## src/rtl/acc_drain_ctrl.sv

```systemverilog
// acc_drain_ctrl: sequences the systolic-array column accumulator.
// Accepts a job of num_passes partial-sum vectors, accumulates each lane
// (unsigned, modulo 2^VERTICAL_BW), then drains the ARR_SIZE lane totals one
// per cycle to the output buffer over a valid/ready handshake.
// Ports:
//   clk, rst        - clock, asynchronous active-low reset
//   start           - job request (IDLE only), with num_passes / base_addr
//   psum_valid/data - bottom-row partial-sum vector, lane k at [k*VERTICAL_BW +: VERTICAL_BW]
//   busy, done      - job in progress / one-cycle completion pulse
//   out_valid/ready - drain handshake; out_data = lane total, out_addr = buffer address
module acc_drain_ctrl #(
    parameter int unsigned ARR_SIZE    = 4,
    parameter int unsigned VERTICAL_BW = 32,
    parameter int unsigned ADDR_W      = 4,
    parameter int unsigned PASS_W      = 8
) (
    input  logic                            clk,
    input  logic                            rst,
    input  logic                            start,
    input  logic [PASS_W-1:0]               num_passes,
    input  logic [ADDR_W-1:0]               base_addr,
    input  logic                            psum_valid,
    input  logic [ARR_SIZE*VERTICAL_BW-1:0] psum_data,
    output logic                            busy,
    output logic                            done,
    output logic                            out_valid,
    input  logic                            out_ready,
    output logic [VERTICAL_BW-1:0]          out_data,
    output logic [ADDR_W-1:0]               out_addr
);

    localparam int unsigned LANE_W = (ARR_SIZE > 1) ? $clog2(ARR_SIZE) : 1;

    typedef enum logic [1:0] {
        S_IDLE  = 2'd0,
        S_ACCUM = 2'd1,
        S_DRAIN = 2'd2,
        S_DONE  = 2'd3
    } state_t;

    state_t                   r_state;
    logic [PASS_W-1:0]        r_num;
    logic [PASS_W-1:0]        r_pass_cnt;
    logic [LANE_W-1:0]        r_lane;
    logic [VERTICAL_BW-1:0]   r_acc [ARR_SIZE];
    logic                     r_busy;
    logic                     r_done;
    logic                     r_out_valid;
    logic [VERTICAL_BW-1:0]   r_out_data;
    logic [ADDR_W-1:0]        r_out_addr;

    logic                     w_last_pass;
    logic                     w_last_lane;

    assign w_last_pass = (r_pass_cnt + PASS_W'(1)) == r_num;
    assign w_last_lane = r_lane == LANE_W'(ARR_SIZE - 1);

    // Controller state, accumulators and registered outputs.
    always_ff @(posedge clk or negedge rst) begin
        if (!rst) begin
            r_state     <= S_IDLE;
            r_num       <= '0;
            r_pass_cnt  <= '0;
            r_lane      <= '0;
            r_busy      <= 1'b0;
            r_done      <= 1'b0;
            r_out_valid <= 1'b0;
            r_out_data  <= '0;
            r_out_addr  <= '0;
            for (int k = 0; k < int'(ARR_SIZE); k++) begin
                r_acc[k] <= '0;
            end
        end else begin
            case (r_state)
                S_IDLE: begin
                    r_done <= 1'b0;
                    if (start && (num_passes != '0)) begin
                        r_num      <= num_passes;
                        r_out_addr <= base_addr;
                        r_pass_cnt <= '0;
                        r_lane     <= '0;
                        r_busy     <= 1'b1;
                        r_state    <= S_ACCUM;
                        for (int k = 0; k < int'(ARR_SIZE); k++) begin
                            r_acc[k] <= '0;
                        end
                    end
                end
                S_ACCUM: begin
                    if (psum_valid) begin
                        for (int k = 0; k < int'(ARR_SIZE); k++) begin
                            r_acc[k] <= r_acc[k] + psum_data[k*VERTICAL_BW +: VERTICAL_BW];
                        end
                        r_pass_cnt <= r_pass_cnt + PASS_W'(1);
                        if (w_last_pass) begin
                            // First drain word must already include this last psum.
                            r_out_data  <= r_acc[0] + psum_data[0 +: VERTICAL_BW];
                            r_out_valid <= 1'b1;
                            r_lane      <= '0;
                            r_state     <= S_DRAIN;
                        end
                    end
                end
                S_DRAIN: begin
                    // Data/addr only move on a handshake, so they hold under backpressure.
                    if (out_ready) begin
                        if (w_last_lane) begin
                            r_out_valid <= 1'b0;
                            r_busy      <= 1'b0;
                            r_done      <= 1'b1;
                            r_state     <= S_DONE;
                        end else begin
                            r_lane     <= r_lane + LANE_W'(1);
                            r_out_data <= r_acc[r_lane + LANE_W'(1)];
                            r_out_addr <= r_out_addr + ADDR_W'(1);
                        end
                    end
                end
                S_DONE: begin
                    r_done  <= 1'b0;
                    r_state <= S_IDLE;
                end
                default: begin
                    r_state <= S_IDLE;
                end
            endcase
        end
    end

    assign busy      = r_busy;
    assign done      = r_done;
    assign out_valid = r_out_valid;
    assign out_data  = r_out_data;
    assign out_addr  = r_out_addr;

endmodule

```

## config.mk

```make
export PLATFORM = sky130hd
export DESIGN_NAME = acc_drain_ctrl
export DESIGN_NICKNAME = d
export VERILOG_FILES = /design/src/rtl/acc_drain_ctrl.sv
export SDC_FILE = /design/constraint.sdc
export NUM_CORES = 1
export LEC_CHECK = 0
export BUFFER_PORTS_ARGS = -buffer_cell sky130_fd_sc_hd__buf_4
export CAP_MARGIN = 30
export CORE_ASPECT_RATIO = 1.1
export CORE_MARGIN = 10
export CORE_UTILIZATION = 35
export CTS_CLUSTER_DIAMETER = 120
export DETAILED_ROUTE_END_ITERATION = 8
export HOLD_SLACK_MARGIN = 0.02
export PLACE_DENSITY = 0.53
export SETUP_SLACK_MARGIN = 0.1
export SLEW_MARGIN = 20
export SYNTH_ARGS = -nofsm -noshare
export SYNTH_HDL_FRONTEND = slang
export SYNTH_SLANG_ARGS = --single-unit
```

## constraint.sdc

```tcl
create_clock -name clk -period 4.1 [get_ports clk]
set_clock_uncertainty 0.05 [all_clocks]
set_input_delay 0.205 -clock clk [delete_from_list [all_inputs] [get_ports clk]]
set_output_delay 0.205 -clock clk [all_outputs]
set_load 0.005 [all_outputs]
```

==> results.yml, run 1 <==
floorplan:
  fp.coreArea_sq_um: 41180
  fp.dieH_um: 234.1
  die_area_sq_um: 50250
  die_w_um: 214.6
  rows: 78
  start_util_pct: 35.42
  ioPinCount: 184
run_status:
  status: "completed"
critical_path:
  start_kind: "register"
  r2r_cells: 12
  path_class: "reg -> reg"
  crit_required_ns: 4.44
  critical_path.max_fanout: 3
  critPathArrivalTime_ns: 3.61
  r2r_end: "r_acc[84]$_DFFE_PN0P_"
  crit_path_end_kind: "register"
  r2r-start: "r_acc[64]$_DFFE_PN0P_"
  reg2reg_slack_ns: 0.83
  crit_start: "r_acc[64]$_DFFE_PN0P_"
synthesis:
  synthArstFlopShare_pct: 100.0
  synth_edf_count: 0
  syn_area_per_cell_sq_um: 8.851
  ys_seq_area_share_pct: 32.08
  ys.flop_type: "dfrtp_1"
  syn-cell-area_sq_um: 14590
  yosysWarnings: 0
  syn_nets: 1928
  synth_cells: 1648
  ys_ff_latch: 187
  ys_types: 76
timing:
  rsz0062_at_grt: "no"
  max_freq_ghz: 0.3061
  worst_slack_ns: 0.8330
  hold_viol: 0
  min_period_over_period_pct: 79.68
  worstMarginPinSlew_ns: 0.8099
  final.min_clock_period_ns: 3.267
  maxSlewViolCount: 0
  relSlewSlack_pct: 46.00
  finalSetupViolCount: 0
  final.setup.tns_ns: 0
clock_tree:
  numClockSinks: 187
  cts_buffers: 17
  cts_resized: 0
  clkTransAtPathRegs_ns: 0.07
  clkLatencyLatePin_ns: 0.46
  post_cts_buffers: 0
  htree_levels: 4
  root_buffer: "clkbuf_16"
  cts_tree: "built"
  cts_buffer_depth: 2
power_and_ir_drop:
  total_power_mw: 14.27
  power_density_nw_per_um2: 821.4
  peakVddDrop_mv: 0.3271
  p_leak_nw: 8.110
drt:
  drt_first_pass_iters: 5
  drtAntennaViolNets: 0
  drc_errors: 0
  first_iter_violations: 744
  totalWireLength_um: 46500
  vias: 12870
  vias_per_cell: 5.388
  wl_per_cell_um: 19.47
global_route:
  grt_pass1_vias: 12680
  grt_max_degree: 104
  grt_usage_pct: 18.46
  met1_usage_pct: 26.32
  grt_overflow: 0
  met3_usage_pct: 2.449
  busiest_layer: "met2"
  grt_pass1_wl_um: 73140
  use_met2_pct: 28.86
  antenna_found_initial: 0
layout:
  drive_above_1_share_pct: 16.30
  n_antenna_cell: 0
  final_cells: 2388
  final_area_sq_um: 17370
  fill_cells: 4154
  num-nets-final: 2095
  syn2layout_area_growth_pct: 19.07
placed_design:
  place_ws_ns: 0.8798
  place_hpwl_um: 36670
  port_buffers: 183
  gp_congestion: 0.9524
  dpl_cell_area_sq_um: 16610
  dp_cells: 2341
hold_path:
  min-delay-start: "psum_data[96]"
  whs_path_depth: 3
  hp-class: "in -> reg"
  whs_endpoint: "r_acc[0]$_DFFE_PN0P_"
job:
  max_cap_viol_count: 0
[power by group]
part	total (mW)	internal, mW	switching, mW	leakage [nW]
Clock	1.70	0.920	0.776	0.273
Combinational	8.84	3.87	4.97	5.40
Sequential	3.73	2.72	1.01	2.44
[flip-flops by register name, summed over array words and instances (netlist names)]
signal and cells:
out_valid 1, r_lane 2, r_pass_cnt 8, out_data 32, r_state 2, done 1
busy 1, r_acc 128, out_addr 4, r_num 8
[cell usage after synthesis (26+ instances only)]
| library cell | count | share of area, % |
|---|---|---|
| nor3_1 | 26 | 0.89 |
| nand2_1 | 213 | 5.5 |
| inv_1 | 44 | 1.1 |
| clkbuf_1 | 46 | 1.2 |
| mux4_2 | 32 | 4.9 |
| xor2_1 | 50 | 3.0 |
| nor2_1 | 104 | 2.7 |
| a22o_1 | 29 | 1.7 |
| dfrtp_1 | 187 | 32 |
| nand3_1 | 38 | 1.3 |
| a21oi_1 | 119 | 4.1 |
| xnor2_1 | 59 | 3.5 |
| a21o_1 | 50 | 2.6 |
| o21ai_0 | 194 | 6.7 |
| ha_1 | 131 | 11 |
[worst max path at each step]
stage / end / depth (start not counted)
finish: r_acc[84]$_DFFE_PN0P_ / 12
global route: r_acc[84]$_DFFE_PN0P_ / 12
CTS: r_acc[84]$_DFFE_PN0P_ / 12
detailed placement: r_acc[84]$_DFFE_PN0P_ / 12
global placement: r_acc[84]$_DFFE_PN0P_ / 12
floorplan: r_acc[122]$_DFFE_PN0P_ / 11
[logic make-up after synthesis]
logic type	count (synthesis)	share of synthesized area, %
flip-flops	187	32.08
multiplexers	57	6.759
XOR/XNOR	109	6.545
buffers and inverters	110	3.071
adder cells (fa/ha/maj)	135	11.79
AND/OR/NAND/NOR	499	15.71
AO/OA/AOI/OAI	551	24.05
[area by class of cell]
cell class	count	area (sq um)	area share, %
multi-input combinational	1351	9485	54.61
sequential	187	4681	26.95
timing repair buffer	214	1750	10.08
tap	560	700.7	4.034
clock buffer	20	446.7	2.572
inverter	44	165.2	0.9509
clock inverter	12	138.9	0.7997
[placed cells by master (no fill, tap or decap), types with 6 or more instances in the layout]
cell type        n
and3_1          23
o21a_1           9
mux2_2          12
o21bai_1        20
clkbuf_16       17
nor3_1          26
a22o_1          29
buf_4          192
dlygate4sd3_1   14
a221o_1          7
a21o_1          50
o31ai_1         19
nand2b_1        23
ha_1           130
inv_1           44
a21oi_1        119
nand2_1        213
a211o_1          7
xnor2_1         59
a211oi_1        18
dfrtp_1        186
nand4_1         15
mux2i_1         13
nor2b_1          6
a31oi_1         11
xor2_1          50
o21ai_0        194
or2_2            6
and2_1          13
mux4_2          32
a32o_1           7
nor2_1         103
nand3_1         37
or3_1            7
o211ai_1        11
[layer usage]
| metal | vias up | routed length (um) |
|---|---|---|
| met5 | - | 0 |
| met4 | 0 | 683 |
| met3 | 25 | 2281 |
| met2 | 328 | 20830 |
| met1 | 6077 | 22700 |
| li1 | 6436 | - |
[timing repair]
item,in CTS,in global routing
hold buffers,14,0
hold endpoints to repair,113,0
setup endpoints to repair,0,0
[through the flow]
| step | util [%] | hold WS (ns) |
|---|---|---|
| CTS | 42.10 | 0.02581 |
| global route | 42.17 | 0.04862 |
| floorplan | - | -0.1406 |
| detailed placement | 40.34 | 0.3503 |
| global placement | 40.28 | 0.3385 |
| finish | 42.17 | 0.04552 |
[critical path, cell delays in order, from the launching register on]
cell and delay, ns:
dfrtp_1 0.37, ha_1 0.20, inv_1 0.07, fa_1 0.37, nand2b_1 0.20, a21oi_1 0.25
o31ai_1 0.13, a21oi_1 0.34, a21oi_1 0.20, o21bai_1 0.25, a31oi_1 0.16, or4b_1 0.52
nand3_1 0.08
(Power assumes the default switching activity.)
==> run 2: changes to the inputs <==
--- a/config.mk
+++ b/config.mk
@@ -13,7 +13,7 @@
 export CTS_CLUSTER_DIAMETER = 120
 export DETAILED_ROUTE_END_ITERATION = 8
 export HOLD_SLACK_MARGIN = 0.02
-export PLACE_DENSITY = 0.53
+export PLACE_DENSITY = 0.55
 export SETUP_SLACK_MARGIN = 0.1
 export SLEW_MARGIN = 20
 export SYNTH_ARGS = -nofsm -noshare
==> constraint.sdc (replaced) <==
create_clock -name clk -period 2.8 [get_ports clk]
set_clock_uncertainty 0.05 [all_clocks]
set_input_delay 0.14 -clock clk [delete_from_list [all_inputs] [get_ports clk]]
set_output_delay 0.14 -clock clk [all_outputs]
set_load 0.005 [all_outputs]
==> run 2 against run 1 <==
The run now ends with negative setup slack left. Via count is 6.9% higher. Setup slack lost 0.85 ns. Power grew 71%. Clock power up 51%. Critical endpoint is now out_data[31]$_DFFE_PN0P_. Highest routed layer unchanged.
==> results.yml, run 2 (same netlist as run 1, synthesis figures left out) <==
run_status:
  status: "finished with violations"
  violations: "negative setup slack"
drt:
  drc_errors: 0
  vias_per_cell: 5.313
  wl_per_cell_um: 18.97
  totalWireLength_um: 49120
  drtAntennaViolNets: 0
  vias: 13760
  drt_first_pass_iters: 7
  first_iter_violations: 841
placed_design:
  place_hpwl_um: 37840
  gp_congestion: 0.9264
  dp_cells: 2493
  port_buffers: 183
  dpl_cell_area_sq_um: 17790
  place_ws_ns: -0.1768
critical_path:
  critical_path.max_fanout: 4
  r2r_end: "out_data[31]$_DFFE_PN0P_"
  r2r_cells: 11
  cp_slowest_stage_delay_ns: 0.41
  critPathArrivalTime_ns: 3.16
  cp_common_cell: "o211ai_1"
  cpMaxStageDelayCell: "dfrtp_1"
  crit_path_end_kind: "register"
  r2r-start: "r_acc[96]$_DFFE_PN0P_"
  start_kind: "register"
  crit_required_ns: 3.14
  path_cells: "ha_4 -> buf_6 -> a211oi_4 -> o211ai_1 -> o211ai_1 -> a21o_1 -> a21oi_2 -> a221o_1 -> a32o_2 -> or4_1 -> nand3_1"
  path_class: "reg -> reg"
  reg2reg_slack_ns: -0.02
power_and_ir_drop:
  power_density_nw_per_um2: 1222
  p_leak_nw: 9.282
  switching_share_pct: 45.56
  total_power_mw: 24.45
  p_comb_share_pct: 68.1
  peakVddDrop_mv: 0.4927
  share_seq_of_total_power_pct: 21.4
  p_clk_share_pct: 10.5
  p_sw_mw: 11.14
  p_int_mw: 13.31
timing:
  rsz0062_at_grt: "yes"
  final.min_clock_period_ns: 2.816
  hold_viol: 0
  hold_slack_ns: 0.05686
  relSlewSlack_pct: 55.36
  worst_slack_ns: -0.01557
  maxSlewViolCount: 0
  min_period_over_period_pct: 100.6
  max_freq_ghz: 0.3552
  final.setup.tns_ns: -0.01557
  worstMarginPinSlew_ns: 0.6696
  finalSetupViolCount: 1
clock_tree:
  cts_buffers: 17
  cts_tree: "built"
  root_buffer: "clkbuf_16"
  cts_buffer_depth: 2
  clkLatencyLatePin_ns: 0.46
  htree_levels: 4
  numClockSinks: 187
  clkTransAtPathRegs_ns: 0.08
global_route:
  met3_usage_pct: 2.178
  grt_overflow: 0
  grt_max_degree: 72
  grt_pass1_vias: 13400
  use_met2_pct: 30.16
  met1_usage_pct: 25.98
  busiest_layer: "met2"
  grt_pass1_wl_um: 75010
  grt_usage_pct: 18.88
  antenna_found_initial: 0
layout:
  num-nets-final: 2296
  final_area_sq_um: 20010
  fill_cells: 3916
  n_antenna_cell: 0
  layout_commonest_cell: "buf_4"
  drive_above_1_share_pct: 31.64
  syn2layout_area_growth_pct: 37.17
  largest_reg_flops: 128
  fin_util_pct: 48.58
  final_cell_mix: "buf_4, nand2_1, dfrtp_1, o21ai_0, ha_1"
  top_register: "r_acc"
  final_cells: 2589
hold_path:
  hp-class: "in -> reg"
  whs_endpoint: "r_acc[62]$_DFFE_PN0P_"
  whs_path_depth: 3
  min-delay-start: "psum_data[94]"
job:
  max_cap_viol_count: 0
floorplan:
  fp.dieH_um: 234.1
  ioPinCount: 184
  die_w_um: 214.6
  start_util_pct: 35.42
  rows: 78
  fp.coreArea_sq_um: 41180
  die_area_sq_um: 50250
==> run 2: how the worst max path moves through the flow <==
stage	startpoint	to	depth (start not counted)
final	r_acc[96]$_DFFE_PN0P_	out_data[31]$_DFFE_PN0P_	11
after global routing	r_acc[96]$_DFFE_PN0P_	out_data[31]$_DFFE_PN0P_	11
after CTS	r_acc[96]$_DFFE_PN0P_	out_data[31]$_DFFE_PN0P_	11
after detailed placement	r_acc[96]$_DFFE_PN0P_	r_acc[122]$_DFFE_PN0P_	11
after global placement	r_acc[32]$_DFFE_PN0P_	r_acc[62]$_DFFE_PN0P_	12
after floorplan	r_acc[96]$_DFFE_PN0P_	r_acc[122]$_DFFE_PN0P_	11
==> run 2: area by class of cell <==
cell class	instances	area, sq um	share of cell area (%)
inverters	44	165.2	0.8255
repair buffers	415	3307	16.53
clock inverters	15	176.4	0.8817
well taps	560	700.7	3.502
multi-input cells	1351	10550	52.72
clock buffers	17	425.4	2.126
flip-flops and latches	187	4686	23.42
==> run 2: critical path: cells and delay by family (launching register included) <==
kind	cells	cell delay, ns
AOI/OAI and AO/OA	7	1.51
and+or+nand+nor	2	0.49
DFF	1	0.41
adders and majority gates	1	0.18
buffers and inverters	1	0.11
==> run 2: timing repair <==
action	in CTS	in global routing
cloned	0	0
hold buffers	19	1
endpoints found under the setup margin	50	61
buffers inserted	21	23
resized for setup	86	138
pin swaps	48	95
endpoints found under the hold margin	87	1
==> run 2: per-layer routing <==
metal / share of wire [%] / wire length, um
met3: 4.7 / 2294
met1: 47 / 23070
met5: 0 / 0
met4: 2.8 / 1394
met2: 46 / 22360
==> run 2: power by group through the flow <==
stage / Clock [mW] / Combinational [mW] / Sequential [mW]
after floorplan: 0 / 9.67 / 4.75
after global placement: 0 / 14.4 / 5.16
after detailed placement: 0 / 14.6 / 5.20
after CTS: 2.63 / 15.4 / 5.18
after global routing: 2.71 / 18.3 / 5.38
final: 2.56 / 16.7 / 5.23
